[config.mk]
export PLATFORM = sky130hd
export DESIGN_NAME = sram_req_arbiter_flat
export DESIGN_NICKNAME = d
export VERILOG_FILES = /design/src/rtl/sram_req_arbiter_pkg.sv /design/src/rtl/sram_req_arbiter_if.sv /design/src/rtl/arb_order_fifo.sv /design/src/rtl/sram_req_arbiter.sv /design/src/flat_wrapper.sv
export SDC_FILE = /design/constraint.sdc
export NUM_CORES = 1
export LEC_CHECK = 0
export ABC_AREA = 1
export BUFFER_PORTS_ARGS = -buffer_cell sky130_fd_sc_hd__buf_4
export CAP_MARGIN = 20
export CORE_AREA = 8 8 118 120
export CTS_BUF_LIST = sky130_fd_sc_hd__clkbuf_16
export CTS_CLUSTER_SIZE = 40
export DETAILED_ROUTE_END_ITERATION = 7
export DIE_AREA = 0 0 126 128
export GPL_ROUTABILITY_DRIVEN = 1
export GPL_TIMING_DRIVEN = 1
export PLACE_DENSITY = 0.56
export SYNTH_ARGS = -nofsm -noshare
export SYNTH_HDL_FRONTEND = slang
export SYNTH_SLANG_ARGS = --single-unit
[constraint.sdc]
create_clock -name clk -period 4.1 [get_ports clk]
set_input_delay 0.82 -clock clk [delete_from_list [all_inputs] [get_ports clk]]
set_output_delay 0.82 -clock clk [all_outputs]
set_load 0.05 [all_outputs]
[src/rtl/sram_req_arbiter_pkg.sv]
// Shared constants and types for the inst/data SRAM request arbiter.
package sram_req_arbiter_pkg;

  localparam int   ARB_MAX_OUTST_DEF = 4;
  localparam logic ARB_ID_INST       = 1'b0;
  localparam logic ARB_ID_DATA       = 1'b1;
  localparam int   SRAM_REQ_BUS_LEN  = 71;

  // Request payload in bus order: wr, size, wstrb, addr, wdata.
  typedef struct packed {
    logic        wr;
    logic [1:0]  size;
    logic [3:0]  wstrb;
    logic [31:0] addr;
    logic [31:0] wdata;
  } sram_req_t;

  typedef enum logic {
    ARB_IDLE   = 1'b0,
    ARB_LOCKED = 1'b1
  } arb_st_e;

endpackage

[src/rtl/sram_req_arbiter_if.sv]
// SRAM-like request channel (req/addr_ok/data_ok); master issues requests.
interface sram_req_arbiter_if;
  logic        req;
  logic        wr;
  logic [1:0]  size;
  logic [3:0]  wstrb;
  logic [31:0] addr;
  logic [31:0] wdata;
  logic        addr_ok;
  logic        data_ok;
  logic [31:0] rdata;

  modport master (output req, wr, size, wstrb, addr, wdata,
                  input  addr_ok, data_ok, rdata);
  modport slave  (input  req, wr, size, wstrb, addr, wdata,
                  output addr_ok, data_ok, rdata);
endinterface

[src/rtl/arb_order_fifo.sv]
// Issue-order FIFO of requester IDs; depth MAX_OUTST (power of two), registered count.
module arb_order_fifo #(
  parameter int MAX_OUTST = 4,
  parameter int ID_W      = 1
)(
  input  logic                       clk,
  input  logic                       resetn,
  input  logic                       push,
  input  logic                       pop,
  input  logic [ID_W-1:0]            din,
  output logic [ID_W-1:0]            dout,
  output logic [$clog2(MAX_OUTST):0] count
);
  localparam int PW = $clog2(MAX_OUTST);

  logic [MAX_OUTST-1:0][ID_W-1:0] ent_q;
  logic [PW-1:0]                  wr_ptr, rd_ptr;

  // Caller guarantees no push when full and no pop when empty.
  always_ff @(posedge clk) begin
    if (!resetn) begin
      wr_ptr <= '0;
      rd_ptr <= '0;
      count  <= '0;
    end else begin
      if (push) wr_ptr <= wr_ptr + 1'b1;
      if (pop)  rd_ptr <= rd_ptr + 1'b1;
      case ({push, pop})
        2'b10:   count <= count + 1'b1;
        2'b01:   count <= count - 1'b1;
        default: ;
      endcase
    end
  end

  always_ff @(posedge clk) begin
    if (push) ent_q[wr_ptr] <= din;
  end

  assign dout = ent_q[rd_ptr];

endmodule

[src/rtl/sram_req_arbiter.sv]
// Shares one SRAM-like channel between fetch and data requesters, routing responses in issue order.
// Build option SRAM_ARB_RR_EN: round-robin between simultaneous requests instead of data priority.
module sram_req_arbiter
  import sram_req_arbiter_pkg::*;
#(
  parameter int MAX_OUTST = ARB_MAX_OUTST_DEF,
  parameter int ID_W      = 1
)(
  input  logic                        clk,
  input  logic                        resetn,
  sram_req_arbiter_if.slave           inst,
  sram_req_arbiter_if.slave           data,
  sram_req_arbiter_if.master          mem,
  output logic [$clog2(MAX_OUTST):0]  outst_cnt
);
  localparam logic [ID_W-1:0] ID_INST = ID_W'(ARB_ID_INST);
  localparam logic [ID_W-1:0] ID_DATA = ID_W'(ARB_ID_DATA);

  arb_st_e         state_q, state_d;
  logic [ID_W-1:0] owner_q, owner_d, grant, pick, head;
  logic            owner_req, gnt_req, full, xfer, pop;
  sram_req_t       inst_r, data_r, gnt_r;

  assign inst_r = {inst.wr, inst.size, inst.wstrb, inst.addr, inst.wdata};
  assign data_r = {data.wr, data.size, data.wstrb, data.addr, data.wdata};

  // Full uses the registered count so a same-cycle pop never unblocks a push.
  assign full      = (outst_cnt == ($clog2(MAX_OUTST)+1)'(MAX_OUTST));
  assign owner_req = (owner_q == ID_DATA) ? data.req : inst.req;

`ifdef SRAM_ARB_RR_EN
  logic [ID_W-1:0] rr_q;

  assign pick = (data.req && inst.req) ? ((rr_q == ID_DATA) ? ID_INST : ID_DATA)
                                       : (data.req ? ID_DATA : ID_INST);

  always_ff @(posedge clk) begin
    if (!resetn)   rr_q <= ID_INST;
    else if (xfer) rr_q <= grant;
  end
`else
  assign pick = data.req ? ID_DATA : ID_INST;
`endif

  // A withdrawn locked request falls through to normal selection this cycle.
  assign grant   = (state_q == ARB_LOCKED && owner_req) ? owner_q : pick;
  assign gnt_req = (grant == ID_DATA) ? data.req : inst.req;
  assign gnt_r   = (grant == ID_DATA) ? data_r : inst_r;

  assign mem.req   = gnt_req & ~full;
  assign mem.wr    = gnt_r.wr;
  assign mem.size  = gnt_r.size;
  assign mem.wstrb = gnt_r.wstrb;
  assign mem.addr  = gnt_r.addr;
  assign mem.wdata = gnt_r.wdata;

  assign xfer         = mem.req & mem.addr_ok;
  assign inst.addr_ok = xfer & (grant == ID_INST);
  assign data.addr_ok = xfer & (grant == ID_DATA);

  always_ff @(posedge clk) begin
    if (!resetn) begin
      state_q <= ARB_IDLE;
      owner_q <= '0;
    end else begin
      state_q <= state_d;
      owner_q <= owner_d;
    end
  end

  always_comb begin
    state_d = ARB_IDLE;
    owner_d = owner_q;
    if (mem.req && !mem.addr_ok) begin
      state_d = ARB_LOCKED;
      owner_d = grant;
    end
  end

  assign pop = mem.data_ok & (outst_cnt != '0);

  arb_order_fifo #(.MAX_OUTST(MAX_OUTST), .ID_W(ID_W)) u_order (
    .clk    (clk),
    .resetn (resetn),
    .push   (xfer),
    .pop    (pop),
    .din    (grant),
    .dout   (head),
    .count  (outst_cnt)
  );

  assign inst.data_ok = pop & (head == ID_INST);
  assign data.data_ok = pop & (head == ID_DATA);
  assign inst.rdata   = mem.rdata;
  assign data.rdata   = mem.rdata;

  always_ff @(posedge clk) begin
    if (resetn) begin
      assert (!(mem.data_ok && outst_cnt == '0))
        else $warning("mem_data_ok with no request outstanding");
    end
  end

endmodule

[src/flat_wrapper.sv]
// flat-port wrapper written by rule: the top's interface ports become plain ports
module sram_req_arbiter_flat import sram_req_arbiter_pkg::*;
#(
  parameter int MAX_OUTST = ARB_MAX_OUTST_DEF,
  parameter int ID_W      = 1
)
  (clk, resetn, outst_cnt, inst_req, inst_wr, inst_size, inst_wstrb, inst_addr, inst_wdata, inst_addr_ok, inst_data_ok, inst_rdata, data_req, data_wr, data_size, data_wstrb, data_addr, data_wdata, data_addr_ok, data_data_ok, data_rdata, mem_req, mem_wr, mem_size, mem_wstrb, mem_addr, mem_wdata, mem_addr_ok, mem_data_ok, mem_rdata);
  sram_req_arbiter_if inst_i ();
  sram_req_arbiter_if data_i ();
  sram_req_arbiter_if mem_i ();
  input  logic clk;
  input  logic resetn;
  output logic [$clog2(MAX_OUTST):0] outst_cnt;
  input wire logic [$bits(inst_i.req)-1:0] inst_req;
  input wire logic [$bits(inst_i.wr)-1:0] inst_wr;
  input wire logic [$bits(inst_i.size)-1:0] inst_size;
  input wire logic [$bits(inst_i.wstrb)-1:0] inst_wstrb;
  input wire logic [$bits(inst_i.addr)-1:0] inst_addr;
  input wire logic [$bits(inst_i.wdata)-1:0] inst_wdata;
  output wire logic [$bits(inst_i.addr_ok)-1:0] inst_addr_ok;
  output wire logic [$bits(inst_i.data_ok)-1:0] inst_data_ok;
  output wire logic [$bits(inst_i.rdata)-1:0] inst_rdata;
  input wire logic [$bits(data_i.req)-1:0] data_req;
  input wire logic [$bits(data_i.wr)-1:0] data_wr;
  input wire logic [$bits(data_i.size)-1:0] data_size;
  input wire logic [$bits(data_i.wstrb)-1:0] data_wstrb;
  input wire logic [$bits(data_i.addr)-1:0] data_addr;
  input wire logic [$bits(data_i.wdata)-1:0] data_wdata;
  output wire logic [$bits(data_i.addr_ok)-1:0] data_addr_ok;
  output wire logic [$bits(data_i.data_ok)-1:0] data_data_ok;
  output wire logic [$bits(data_i.rdata)-1:0] data_rdata;
  output wire logic [$bits(mem_i.req)-1:0] mem_req;
  output wire logic [$bits(mem_i.wr)-1:0] mem_wr;
  output wire logic [$bits(mem_i.size)-1:0] mem_size;
  output wire logic [$bits(mem_i.wstrb)-1:0] mem_wstrb;
  output wire logic [$bits(mem_i.addr)-1:0] mem_addr;
  output wire logic [$bits(mem_i.wdata)-1:0] mem_wdata;
  input wire logic [$bits(mem_i.addr_ok)-1:0] mem_addr_ok;
  input wire logic [$bits(mem_i.data_ok)-1:0] mem_data_ok;
  input wire logic [$bits(mem_i.rdata)-1:0] mem_rdata;
  assign inst_i.req = inst_req;
  assign inst_i.wr = inst_wr;
  assign inst_i.size = inst_size;
  assign inst_i.wstrb = inst_wstrb;
  assign inst_i.addr = inst_addr;
  assign inst_i.wdata = inst_wdata;
  assign inst_addr_ok = inst_i.addr_ok;
  assign inst_data_ok = inst_i.data_ok;
  assign inst_rdata = inst_i.rdata;
  assign data_i.req = data_req;
  assign data_i.wr = data_wr;
  assign data_i.size = data_size;
  assign data_i.wstrb = data_wstrb;
  assign data_i.addr = data_addr;
  assign data_i.wdata = data_wdata;
  assign data_addr_ok = data_i.addr_ok;
  assign data_data_ok = data_i.data_ok;
  assign data_rdata = data_i.rdata;
  assign mem_req = mem_i.req;
  assign mem_wr = mem_i.wr;
  assign mem_size = mem_i.size;
  assign mem_wstrb = mem_i.wstrb;
  assign mem_addr = mem_i.addr;
  assign mem_wdata = mem_i.wdata;
  assign mem_i.addr_ok = mem_addr_ok;
  assign mem_i.data_ok = mem_data_ok;
  assign mem_i.rdata = mem_rdata;
  sram_req_arbiter #(.MAX_OUTST(MAX_OUTST), .ID_W(ID_W)) u_core (.clk(clk), .resetn(resetn), .inst(inst_i), .data(data_i), .mem(mem_i), .outst_cnt(outst_cnt));
endmodule
=== Word-level counts from Yosys, hierarchy flattened ===
Index checks and enable logic that the tools add are counted.

* Word-level logic and storage cells: 47
* Output and inout bits: 143
* Bits in registers: 13
* Bits of input ports: 180

* Bitwise operators: 10
* $add $sub $neg: 4
* Magnitude comparators: 3
* Equal/unequal tests: 3
* Mux-type cells: 12
* Reductions and logical operators: 6

{| class="wikitable"
|+ Operator list
! operator !! count
|-
| 71-bit 2-to-1 mux || 1
|-
| 1-bit bitwise AND || 7
|-
| 1-bit 2-to-1 mux || 7
|-
| 2-bit by 3-bit < comparator with 1-bit output (second input constant) || 2
|-
| 3-bit case mux with 2 select lines || 1
|-
| 2-bit by 1-bit adder with 2-bit output (second input constant) || 2
|-
| 4-bit bitwise mux || 1
|-
| 3-bit by 1-bit adder with 3-bit output (second input constant) || 1
|-
| 3-bit equality test (second input constant) || 1
|-
| 1-bit logical AND || 3
|-
| 1-bit NOT || 3
|-
| 3-bit nonzero test || 1
|-
| 3-bit by 1-bit subtractor with 3-bit output (second input constant) || 1
|-
| 1-bit binary-select mux with 2-bit select || 1
|-
| 1-bit demux with 2-bit select || 1
|-
| 2-bit by 1-bit equality test with 1-bit output (second input constant) || 1
|-
| 2-bit equality test (second input constant) || 1
|-
| 2-bit by 1-bit >= comparator with 1-bit output (second input constant) || 1
|-
| 2-bit nonzero test || 1
|-
| 1-bit logical NOT || 1
|}

=== Depth between registers and ports, before layout ===
* Word-level depth: 8
* Mapped depth: 13

=== Cells and area by module ===
From an unflattened synthesis, not the netlist that was laid out.

* Cells, all modules: 386
* Area total of the unflattened synthesis: 2078.2 um2

{| class="wikitable"
|+ By module, submodules not included
! module !! cells each !! area an instance (um2) !! instances
|-
| sram_req_arbiter || 324 || 1542.7 || 1
|-
| arb_order_fifo || 62 || 535.5 || 1
|}

=== Worst setup path before layout ===
OpenSTA, ideal clock, no wires.

* Path type: in2out
* From: input port inst_req
* To: output port inst_addr_ok
* Setup slack: 1.406 ns
* Required time: 3.280 ns
* Data arrival time: 1.874 ns
* Path buffers: 1
* Stages: 5
* Cells stage by stage: nand3_2 -> nand2_4 -> inv_2 -> buf_2 -> nor2_1

* Cells in the longest elaborated chain, start to end: 7
* Elaborated cells between the ends (all ways): 8
* Those cells by class: mux: 3; bitwise: 4; reduce/logical: 1

{| class="wikitable"
|+ Ends and longest elaborated chain
! what !! RTL line !! source
|-
| from (decl) || flat_wrapper.sv:14 || <nowiki>input wire logic [$bits(inst_i.req)-1:0] inst_req;</nowiki>
|-
| 1-bit 2-to-1 mux * || sram_req_arbiter.sv:29 || <nowiki>assign owner_req = (owner_q == ID_DATA) ? data.req : inst.req;</nowiki>
|-
| 1-bit logical AND * || sram_req_arbiter.sv:46 || <nowiki>assign grant = (state_q == ARB_LOCKED && owner_req) ? owner_q : pick;</nowiki>
|-
| 1-bit 2-to-1 mux * || sram_req_arbiter.sv:46 ||
|-
| net u_core.grant || sram_req_arbiter.sv:20 || <nowiki>logic [ID_W-1:0] owner_q, owner_d, grant, pick, head;</nowiki>
|-
| 1-bit 2-to-1 mux || sram_req_arbiter.sv:47 || <nowiki>assign gnt_req = (grant == ID_DATA) ? data.req : inst.req;</nowiki>
|-
| 1-bit bitwise AND || sram_req_arbiter.sv:50 || <nowiki>assign mem.req = gnt_req & ~full;</nowiki>
|-
| 1-bit bitwise AND || sram_req_arbiter.sv:57 || <nowiki>assign xfer = mem.req & mem.addr_ok;</nowiki>
|-
| 1-bit bitwise AND * || sram_req_arbiter.sv:58 || <nowiki>assign inst.addr_ok = xfer & (grant == ID_INST);</nowiki>
|-
| to (decl) || flat_wrapper.sv:20 || <nowiki>output wire logic [$bits(inst_i.addr_ok)-1:0] inst_addr_ok;</nowiki>
|}

Mark *: on every way through the listed nets, which the timed path passes. The rest lies on a longest branch.

=== Final worst setup path ===
* From: input port inst_req
* To: output port mem_addr[17]

* Cells in the longest elaborated chain, start to end: 4

{| class="wikitable"
|+ Ends and longest elaborated chain
! what !! RTL line !! source
|-
| 1-bit 2-to-1 mux || sram_req_arbiter.sv:29 ||
|-
| 1-bit logical AND || sram_req_arbiter.sv:46 ||
|-
| 1-bit 2-to-1 mux || sram_req_arbiter.sv:46 ||
|-
| 71-bit 2-to-1 mux || sram_req_arbiter.sv:48 || <nowiki>assign gnt_r = (grant == ID_DATA) ? data_r : inst_r;</nowiki>
|-
| to (decl) || flat_wrapper.sv:36 || <nowiki>output wire logic [$bits(mem_i.addr)-1:0] mem_addr;</nowiki>
|}

Every way passes these cells.

==> results list <==
- Of the post-synthesis cell area, the dominant cell type holds 0.4181.
- The total area inside the core boundary comes to approximately 12,000 µm².
- Die height: between 100 and 150 µm
- Antenna Nets Post-Route: 0
- The number of antenna diodes in the final layout is 0.
- Final Critical Period: 2974 ps
- In this run, synthesis inferred 4 flip-flops with an integrated enable.
- Across every metal layer, demand over resource in global routing totals 0.1094.
* Area of the die: about 16,000 µm²
* Register bit total from synthesis: 13
* CP delay by family, top: buffers and inverters
- Pwr dens: 335.1 nW/µm²
* Buffer and inverter count on the worst path: 4
- CTS saw 13 sinks.
- The initial antenna violation count was 0.
- The total overflow left after global routing is 0.
- Final core utilization: 0.2883
- Critical path data required time: roughly 3300 ps
- Overall power consumption: around 0.0012 W
- Post-Route WL: around 9700 µm
- The routed layout has 2,742 vias.
- Sum of negative setup slack: 0 ps
- For this run, the number of Yosys warnings is 0.
* Status: finished clean
- Buffers from clock root to sink, at most: 2
- Synthesized net count: 576
- Of the total power, combinational logic draws 0.694.
- Library cells used by synthesis: 21
- The count of final hold-check violations came to 0.
- Of the cells placed in the final design, the portion with a size suffix greater than 1 is 0.4375.
- The worst setup path is launched from an input pin.
- After legalization and detailed placement, the total HPWL measured 8202 µm.
* Max H-tree Level: 1
- Setup crit end kind: primary output
- Summed over all instances, the cell type with the most area after synthesis is sky130_fd_sc_hd__nand2_1.
- Yosys instantiated no cell more often than sky130_fd_sc_hd__nand2_1.
* Average wire length per cell after detail routing: ~14 µm
- The share of the Yosys chip area taken by registers is 0.1435.
* Worst slack at placement: ~1100 ps
- In the post-route analysis, the smallest setup slack over all paths is roughly 1100 ps.
* Sw power: about 0.00061 W
- Number of CTS-inserted buffers: 3
* Worst skew pair latency: around 240 ps
* Largest stage delay on the critical path: a little over 300 ps
- Register clock-pin slew on the reported worst setup and hold paths: around 40 ps
- The initial utilization of the core area, before any placement, comes to 0.1713.
* Multi-input logic area: between 1000 and 1500 µm²
- After floorplanning, the core was divided into 41 placement rows.
* Number of cells upsized or downsized after cts: 0
- Summed over all cells, the static leakage comes to roughly 2.1 nW.
- Sequential Area: between 300 and 400 µm²
* Max-cap violations: 0
- Entering global routing, the biggest net connects 78 pins.
* FFs w/ async S/R, synth: 0
- Along the worst path, the maximum fanout reaches 77.
- The final layout contains ~730 nets.
* Final setup violation count: 0
- Cts hold-fix bufs: 0
* Synth area leaders: sky130_fd_sc_hd__nand2_1, sky130_fd_sc_hd__buf_4, sky130_fd_sc_hd__dfxtp_1, sky130_fd_sc_hd__edfxtp_1, sky130_fd_sc_hd__nor2_1
- Type of the worst setup path: in -> out
- Mean cell area of the mapped netlist: approximately 5.4 µm²
* Initial DRC Count: 126
* Mean number of vias per cell: slightly below 4
- Dividing the final minimum period by the clock period gives 0.7254.
- Wire length of the first global-routing pass: 14,370 µm
- Slew of the pin with the lowest slew margin: approximately 390 ps
- P&R area growth vs syn: 68.24%
* WP data arrival: about 2200 ps
* Peak supply drop: 0.1696 mV
* Cells along the critical path: buf_4, nand3_2, nand2_4, inv_2, buf_12, nand2_1, nand2_1, buf_4
- Of the total power, the clock network draws 0.152.
* Number of I/O pins: about 320
- First-pass iteration count of the detailed router: 4
* Max Fclk: approximately 340 MHz
* CTS tree: built
* Number of buffers inserted by port buffering: ~230
- Buffers added to address setup during post-CTS repair amount to 0.
* Total internal power: about 0.00057 W
- Excluding fillers, the count of instances in the completed layout stands at 694.
- Synthesized area: 2092 µm²
- Routability Congestion: 0.8811
- The number of global-route vias before repair came to 2,875.
- Post-synth top flop: sky130_fd_sc_hd__dfxtp_1
* Path class of the lowest-slack min-delay path: reg -> reg
- Once placement completed, the tool counted placed cells totaling between 600 and 700.
- The final max-slew violation count came to 0.
- The layout has between 1,000 and 1,500 filler cells.
* Clock Skews: roughly 0.73 ps
- Drt drc: 0
* Chip Width: 126 µm
* Tightest slew margin relative to the limit: 0.7418
- Net switching share of the total power: 0.5181
- Register share of total power: 0.153
- Synthesis produced slightly below 400 cells.
- Synth cell count leaders: sky130_fd_sc_hd__nand2_1, sky130_fd_sc_hd__buf_4, sky130_fd_sc_hd__nor2_1, sky130_fd_sc_hd__inv_1, sky130_fd_sc_hd__dfxtp_1
- The cell sitting at the root of the clock tree is a sky130_fd_sc_hd__clkbuf_16.
- CP max-delay cell: sky130_fd_sc_hd__buf_12
* Setup repair after global routing missed its margin: false
[per-layer routing]
layer	vias to the layer above	wire length, µm	track usage
li1	1401	-	-
met4	0	269	0.04388
met5	-	0	0
met1	1147	3537	0.1132
met3	40	1052	0.04784
met2	154	4807	0.1910
[final timing paths]
path | start | end | slack (ps) | depth (start not counted)
hold / removal | u_core.u_order.rd_ptr[1]$_SDFFE_PN0P_ | u_core.u_order.rd_ptr[1]$_SDFFE_PN0P_ | 520 | 2
hold reg to reg | u_core.u_order.rd_ptr[1]$_SDFFE_PN0P_ | u_core.u_order.rd_ptr[1]$_SDFFE_PN0P_ | 520 | 2
setup reg to reg | u_core.u_order.count[1]$_SDFFE_PN0P_ | u_core.u_order.count[2]$_SDFFE_PN0P_ | 2150 | 12
setup / recovery | inst_req | mem_addr[17] | 1130 | 8
[power by group through the flow]
stage / sequential [W] / combinational (W) / clock [W]
global placement: 0.000182 / 0.000816 / 0
CTS: 0.000181 / 0.000828 / 0.000183
floorplan: 0.000220 / 0.000653 / 0
finish: 0.000181 / 0.000819 / 0.000180
global route: 0.000185 / 0.000880 / 0.000195
detailed placement: 0.000182 / 0.000827 / 0
[cell families (layout without fill, tap and decap cells)]
| group | count (synthesis) | after routing | share of synthesized area |
|---|---|---|---|
| simple gates | 261 | 261 | 0.4821 |
| buf+inv | 101 | 255 | 0.3122 |
| flops | 13 | 13 | 0.1435 |
| compound gates | 9 | 9 | 0.02272 |
| fa+ha+maj | 6 | 6 | 0.03947 |
[per-stage QoR]
step / cell area, µm² / hold WS (ps)
3_3_place_gp: 3441 / 496.8
3_5_place_dp: 3441 / 510.3
5_1_grt: 3520 / 541.4
6_report: 3520 / 521.2
2_1_floorplan: 2092 / 477.9
4_1_cts: 3520 / 517.1
[state kept, by name (all words and copies together) (netlist names)]
register	flops
u_core.u_order.ent_q	4
u_core.state_q	1
u_core.u_order.count	3
u_core.u_order.wr_ptr	2
u_core.u_order.rd_ptr	2
u_core.owner_q	1
[final cells by class]
class / instances / area share
flip-flops and latches: 13 / 0.08532
clock inverters: 1 / 0.001066
repair buffers: 229 / 0.4920
clock buffers: 3 / 0.02133
well taps: 150 / 0.05332
inverters: 22 / 0.02346
multi-input cells: 276 / 0.3235
[tightest hold or removal path, stage by stage (launching register included)]
cell                      delay [ps]
sky130_fd_sc_hd__dfxtp_1         330
sky130_fd_sc_hd__nand2_1          80
sky130_fd_sc_hd__a21oi_1          60
[layout by cell type (no fill, tap or decap), drive strengths merged]
| cell type | n |
|---|---|
| inv | 23 |
| o21ai | 4 |
| nand4 | 1 |
| ha | 5 |
| nand3 | 5 |
| a21oi | 4 |
| edfxtp | 4 |
| fa | 1 |
| nand2 | 234 |
| dfxtp | 9 |
| o211ai | 1 |
| buf | 229 |
| nor2 | 20 |
| and2 | 1 |
| clkbuf | 3 |
Note: power is estimated with default switching activity, not from simulation.
